==> config.mk <==
export PLATFORM = sky130hd
export DESIGN_NAME = oversample_cdr_ctl
export DESIGN_NICKNAME = d
export VERILOG_FILES = /design/src/rtl/oversample_cdr_ctl.sv
export SDC_FILE = /design/constraint.sdc
export NUM_CORES = 1
export LEC_CHECK = 0
export CAP_MARGIN = 20
export CORE_AREA = 5 5 137 139
export CTS_BUF_LIST = sky130_fd_sc_hd__clkbuf_2
export DETAILED_ROUTE_END_ITERATION = 10
export DIE_AREA = 0 0 142 144
export PLACE_DENSITY_LB_ADDON = 0.05
export SYNTH_ARGS = -nofsm -noshare
export SYNTH_HDL_FRONTEND = slang
export SYNTH_SLANG_ARGS = --single-unit
export TNS_END_PERCENT = 100
==> constraint.sdc <==
create_clock -name c -period 15.75 [get_ports c]
set_input_delay 4.725 -clock c [delete_from_list [all_inputs] [get_ports c]]
set_output_delay 4.725 -clock c [all_outputs]
set_load 0.01 [all_outputs]
==> src/rtl/oversample_cdr_ctl.sv <==
// Phase-select controller for the 8x oversampling front end: edge histogram, phase tracking, 0/1/2-bit output.
// Optional OVERSAMPLE_CDR_STATS_EN adds saturating slip and loss-of-lock counters.
module oversample_cdr_ctl #(
  parameter int WLOG       = 8,
  parameter int MIN_EDGES  = 16,
  parameter int LOSS_THR   = 8,
  parameter int INIT_PHASE = 4
) (
  input  logic        c,
  input  logic        r,
  input  logic [7:0]  i,
  output logic [1:0]  o_d,
  output logic [1:0]  o_n,
  output logic [2:0]  phase,
  output logic        lock
`ifdef OVERSAMPLE_CDR_STATS_EN
  ,
  output logic [15:0] slips,
  output logic [7:0]  losses
`endif
);
  localparam int CW = WLOG + 1;

  typedef enum logic {ST_ACQ = 1'b0, ST_LOCK = 1'b1} state_e;

  state_e          state_q, state_d;
  logic [7:0]      s_q;
  logic            px7_q;
  logic [CW-1:0]   cnt_q [8];
  logic [CW-1:0]   cnt_d [8];
  logic [CW-1:0]   fin [8];
  logic [WLOG-1:0] win_q;
  logic [2:0]      phase_q, phase_d;
  logic            wrap_fwd_q, wrap_fwd_d, wrap_bwd_q, wrap_bwd_d;
  logic [1:0]      od_q, od_d, on_q, on_d;
  logic [7:0]      x, e;
  logic            last;
  logic [2:0]      te, cand, diff;
  logic [CW-1:0]   peak, cur;

  // x[t] is the t-th sample in time order; e[0] compares against the previous cycle's last sample.
  always_comb begin
    for (int t = 0; t < 8; t++) x[t] = s_q[7-t];
  end
  assign e    = x ^ {x[6:0], px7_q};
  assign last = (win_q == {WLOG{1'b1}});

  always_comb begin
    for (int t = 0; t < 8; t++) fin[t] = cnt_q[t] + CW'(e[t]);
    te   = 3'd0;
    peak = fin[0];
    for (int t = 1; t < 8; t++) begin
      if (fin[t] > peak) begin
        te   = 3'(t);
        peak = fin[t];
      end
    end
    cand = te + 3'd4;
    cur  = fin[phase_q];
    diff = cand - phase_q;
  end

  always_comb begin
    state_d = state_q;
    phase_d = phase_q;
    if (last) begin
      if (state_q == ST_ACQ) begin
        if (32'(peak) >= MIN_EDGES) begin
          phase_d = cand;
          state_d = ST_LOCK;
        end
      end else if (32'(cur) > LOSS_THR) begin
        state_d = ST_ACQ;
      end else if (32'(peak) >= MIN_EDGES && diff != 3'd0) begin
        // Shortest circular path; a distance of exactly 4 resolves forward.
        phase_d = (diff <= 3'd4) ? phase_q + 3'd1 : phase_q - 3'd1;
      end
    end
    wrap_fwd_d = (phase_q == 3'd7) && (phase_d == 3'd0);
    wrap_bwd_d = (phase_q == 3'd0) && (phase_d == 3'd7);
    for (int t = 0; t < 8; t++) cnt_d[t] = last ? '0 : fin[t];
  end

  // o_n is the valid count for o_d: the first cycle after a wrap drops or adds one bit.
  always_comb begin
    on_d = 2'd1;
    od_d = {1'b0, s_q[3'd7 - phase_q]};
    if (wrap_fwd_q) begin
      on_d = 2'd0;
      od_d = 2'b00;
    end else if (wrap_bwd_q) begin
      on_d = 2'd2;
      od_d = {px7_q, s_q[0]};
    end
  end

  always_ff @(posedge c or posedge r) begin
    if (r) begin
      state_q    <= ST_ACQ;
      s_q        <= 8'h00;
      px7_q      <= 1'b0;
      win_q      <= '0;
      phase_q    <= 3'(INIT_PHASE);
      wrap_fwd_q <= 1'b0;
      wrap_bwd_q <= 1'b0;
      od_q       <= 2'b00;
      on_q       <= 2'd0;
      for (int t = 0; t < 8; t++) cnt_q[t] <= '0;
    end else begin
      state_q    <= state_d;
      s_q        <= i ^ 8'hAA;
      px7_q      <= s_q[0];
      win_q      <= win_q + 1'b1;
      phase_q    <= phase_d;
      wrap_fwd_q <= wrap_fwd_d;
      wrap_bwd_q <= wrap_bwd_d;
      od_q       <= od_d;
      on_q       <= on_d;
      for (int t = 0; t < 8; t++) cnt_q[t] <= cnt_d[t];
    end
  end

  assign o_d   = od_q;
  assign o_n   = on_q;
  assign phase = phase_q;
  assign lock  = (state_q == ST_LOCK);

`ifdef OVERSAMPLE_CDR_STATS_EN
  logic [15:0] slips_q;
  logic [7:0]  losses_q;

  always_ff @(posedge c or posedge r) begin
    if (r) begin
      slips_q  <= '0;
      losses_q <= '0;
    end else begin
      if ((wrap_fwd_d || wrap_bwd_d) && slips_q != 16'hFFFF) slips_q <= slips_q + 16'd1;
      if (state_q == ST_LOCK && state_d == ST_ACQ && losses_q != 8'hFF) losses_q <= losses_q + 8'd1;
    end
  end

  assign slips  = slips_q;
  assign losses = losses_q;
`endif
endmodule

==> results <==
- The post-route netlist has 10.2% of its cells at a drive strength greater than 1.
- The most used flip-flop cell after synthesis is sky130_fd_sc_hd__dfrtp_1.
- TritonCTS built the clock tree.
- Clock-pin slew was measured on the worst setup and hold paths at 0.29 ns.
- Summed over all nets, the half-perimeter wirelength after detailed placement is 17100 um.
- The time the worst path needs with I/O delays and setup is between 10 and 15 ns.
- From synthesis to final layout, the design area changed by 9.39%.
- The synthesized design spends more area on one cell type than any other, namely sky130_fd_sc_hd__dfrtp_1.
- The initial cell density of the core is between 40% and 50%.
- In the synthesized netlist, the number of instances is about 900.
- CTS placed an instance of sky130_fd_sc_hd__clkbuf_2 at the clock tree root.
- In this run, post-CTS hold repair placed 0 buffers.
- The pin slew with the least headroom to its limit is between 0.7 and 0.8 ns.
- The worst-skew pair later-pin latency is approximately 0.64 ns.
- The via count of the first global-routing pass was 6772.
- The number of nets with antenna violations after routing is 0.
- The count of final hold-check violations is 0.
- Global routing used a little under a quarter of the available tracks across all layers.
- Sorting the synthesized cells by how often they occur yields 115 x sky130_fd_sc_hd__nor2_1, 98 x sky130_fd_sc_hd__dfrtp_1, 79 x sky130_fd_sc_hd__ha_1.
- The clock tree synthesis step divided the H-tree into 3 levels.
- After detailed routing, the number of remaining DRC violations is 0.
- The critical path required time is approximately 16 ns.
- The total number of clock tree sinks is about 100.
- The slowest stage of the critical path is the sky130_fd_sc_hd__dfrtp_1 cell.
- Cells fill 48.0% of the core in the end.
- For this run, the post-layout net count is about 1000.
- For this design the top-level I/O count stands at 18.
- The total overflow left after global routing is 0.
- In this run, the number of DRC markers left after iteration 0 of detailed routing was 416.
- The flow ran to the end, and the final reports show no timing, DRC or antenna violations.
- The routed wire length is 22400 um.
- The clock arrives with roughly 0.039 ns of skew.
- The most numerous cell on the critical path is sky130_fd_sc_hd__ha_1.
- The layout has around 1700 filler cells.
- The distinct cell type count after synthesis is 80.
- The final critical path takes up a little over nine tenths of the cycle.
- The synthesized area per cell is about 8.7 um^2.
- The element type at the critical path start is a flip-flop.
- In this run the biggest area consumer among cell types represents a little under a third of the synthesized area.
- The number of max-cap violations is 0.
- The class of the tightest hold or removal check is reg2reg.
- Timing would allow up to just under 70 MHz.
- The routed layout has around 6700 vias.
- In this run the cell area of the synthesized design comes to 0.00769 mm^2.
- In this run the worst path has a maximum fanout of 14.
- Buffers placed on the I/O ports in this run total 17.
- The via density per instance is slightly below 6.
- The final-report max-slew violation count was 0.
- The buffer levels on the longest clock path is 2.
- The part of the Yosys area used for sequential elements is between 30 and 40%.
- STA puts the critical path data arrival time at between 15 and 20 ns.
- After detailed routing, the average wire length per cell comes to between 15 and 20 um.
- The wire length of the first global-routing pass is roughly 36000 um.
- The setup path with the least slack is of type reg2reg.
- Setup violations remaining at the end of the flow were counted as 0.
- In this run, synthesis produced a sequential element count of slightly below 100.
- Counting flops with a built-in enable in the synthesized netlist gives 0.
- The biggest cell delay along the critical path is 0.50 ns.
- Yosys attributes the largest share of cell area to sky130_fd_sc_hd__dfrtp_1 32%, sky130_fd_sc_hd__ha_1 13%, sky130_fd_sc_hd__nor2_1 5.6%.
- Across all hold checks on the routed design, the worst slack comes to ~0.48 ns.
- Entering global routing, the biggest net connects between 60 and 70 pins.
- The TritonCTS buffer count is 9.
- The die covers between 0.02 and 0.025 mm^2.
- From bottom edge to top edge, the die measures between 100 and 150 um.
- The count of yosys warnings during synthesis is 0.
- The most frequent cell after synthesis is sky130_fd_sc_hd__nor2_1.
- STA classifies the critical path endpoint as a flip-flop.
- The worst-case headroom to the max-slew limit is between 40% and 50%.
- The die is ~140 um wide.
- After synthesis, the share of flip-flops with an asynchronous set or reset is 100%.
- The number of antenna violations at the first check in global routing was 1.
- The count of TritonRoute iterations in the first routing pass is 6.
- The row count is ~50.
- The synthesized net count is between 900 and 1000.
- After floorplanning, the core was sized to cover ~0.018 mm^2.
- The last weighted congestion value of the routability-driven placer is 0.944.
==> final cells by class <==
| type | count | area, um^2 | share of cell area (%) |
|---|---|---|---|
| repair buffers | 32 | 295 | 3.51 |
| flip-flops and latches | 99 | 2480 | 29.5 |
| clock buffers | 10 | 50.0 | 0.595 |
| multi-input cells | 701 | 5020 | 59.7 |
| diodes | 1 | 2.50 | 0.0298 |
| well taps | 229 | 287 | 3.41 |
| inverters | 63 | 239 | 2.84 |
| clock inverters | 6 | 41.3 | 0.491 |
==> routing by layer <==
metal  track usage, %  part of all wire [%]
met1             29.0                    44
met2             38.3                    48
met3             3.44                   4.0
met4             9.44                   3.6
met5                0                     0
==> cells in the final DEF, fill, tap and decap left out, types with 4 or more instances in the layout <==
cell | synthesis | layout
sky130_fd_sc_hd__mux2i_1 | 5 | 5
sky130_fd_sc_hd__o22ai_1 | 7 | 7
sky130_fd_sc_hd__nand2b_1 | 5 | 5
sky130_fd_sc_hd__mux4_2 | 4 | 4
sky130_fd_sc_hd__or3_1 | 8 | 7
sky130_fd_sc_hd__mux2_2 | 11 | 11
sky130_fd_sc_hd__a211oi_1 | 7 | 6
sky130_fd_sc_hd__clkdlybuf4s50_1 | 0 | 17
sky130_fd_sc_hd__nor2b_1 | 6 | 6
sky130_fd_sc_hd__a21oi_1 | 53 | 51
sky130_fd_sc_hd__nor3_1 | 23 | 22
sky130_fd_sc_hd__nand2_1 | 62 | 59
sky130_fd_sc_hd__o21ai_0 | 35 | 34
sky130_fd_sc_hd__mux2_4 | 6 | 6
sky130_fd_sc_hd__a221o_1 | 5 | 5
sky130_fd_sc_hd__o211ai_1 | 5 | 5
sky130_fd_sc_hd__and2_1 | 30 | 29
sky130_fd_sc_hd__clkbuf_2 | 0 | 10
sky130_fd_sc_hd__dfrtp_1 | 98 | 98
sky130_fd_sc_hd__and3_1 | 7 | 6
sky130_fd_sc_hd__nand3_1 | 50 | 50
sky130_fd_sc_hd__buf_4 | 1 | 14
sky130_fd_sc_hd__or4_1 | 4 | 4
sky130_fd_sc_hd__xnor2_1 | 29 | 27
sky130_fd_sc_hd__a21o_1 | 6 | 6
sky130_fd_sc_hd__nor4_1 | 5 | 5
sky130_fd_sc_hd__nand4_1 | 23 | 23
sky130_fd_sc_hd__xor2_1 | 35 | 32
sky130_fd_sc_hd__nor2_1 | 115 | 115
sky130_fd_sc_hd__ha_1 | 79 | 77
sky130_fd_sc_hd__o21a_1 | 9 | 9
sky130_fd_sc_hd__inv_1 | 62 | 61
==> stage by stage <==
stage / TNS [ns] / worst slack, ns / std cells / area [um^2]
floorplan: 0 / 1.50 / 884 / 7690
global placement: 0 / 0.625 / 1118 / 8130
detailed placement: 0 / 0.0140 / 1118 / 8130
CTS: 0 / 0.0744 / 1137 / 8250
global route: -0.0290 / -0.0290 / 1141 / 8410
finish: 0 / 0.976 / 1141 / 8410
==> state kept, by name, summed over array words and instances (netlist names) <==
register and count:
cnt_q 72, wrap_fwd_q 1, lock 1, o_d 2, phase 3, wrap_bwd_q 1
px7_q 1, win_q 8, o_n 2, s_q 8
==> cells by family (layout without fill, tap and decap cells) <==
logic type	Yosys count	in the layout	share of synthesized area [%]
AND/OR/NAND/NOR	349	349	21.8
AO/OA/AOI/OAI	178	178	16.1
flip-flops	99	99	32.2
buffers and inverters	84	111	4.18
adder cells (fa/ha/maj)	80	80	13.1
XOR/XNOR	65	65	7.58
multiplexers	29	29	5.04
other	0	1	0
==> path summary, 6_finish.rpt <==
kind,slack [ns],endpoint,depth (start not counted),from
worst max-delay path,0.98,wrap_bwd_q,62,s_q[7]
worst min-delay path,0.48,o_n[0],1,wrap_fwd_q
worst max register to register,0.98,wrap_bwd_q,62,s_q[7]
worst min register to register,0.48,o_n[0],1,wrap_fwd_q
max in group asynchronous,10.14,cnt_q[6],3,r
min in group asynchronous,4.44,win_q[5],2,r
==> repair_timing <==
action,CTS,global route
cloned,0,0
setup endpoints to repair,3,6
buffers inserted,3,3
gates resized for setup,0,30
pin swaps,1,3
hold endpoints to repair,0,0
==> worst max-delay path, delay by kind of cell, from the launching register on <==
kind / cells / cell delay [ns]
muxes: 2 / 0.71
buffers and inverters: 3 / 0.63
DFF: 1 / 0.50
adders and majority gates: 10 / 3.22
xor gates and xnor gates: 3 / 0.65
and+or+nand+nor: 17 / 3.25
AOI/OAI and AO/OA: 27 / 5.70
Power is left out: the tool's default activity adds up to more than one toggle a clock period on the data nets, which glitch-free logic cannot reach.
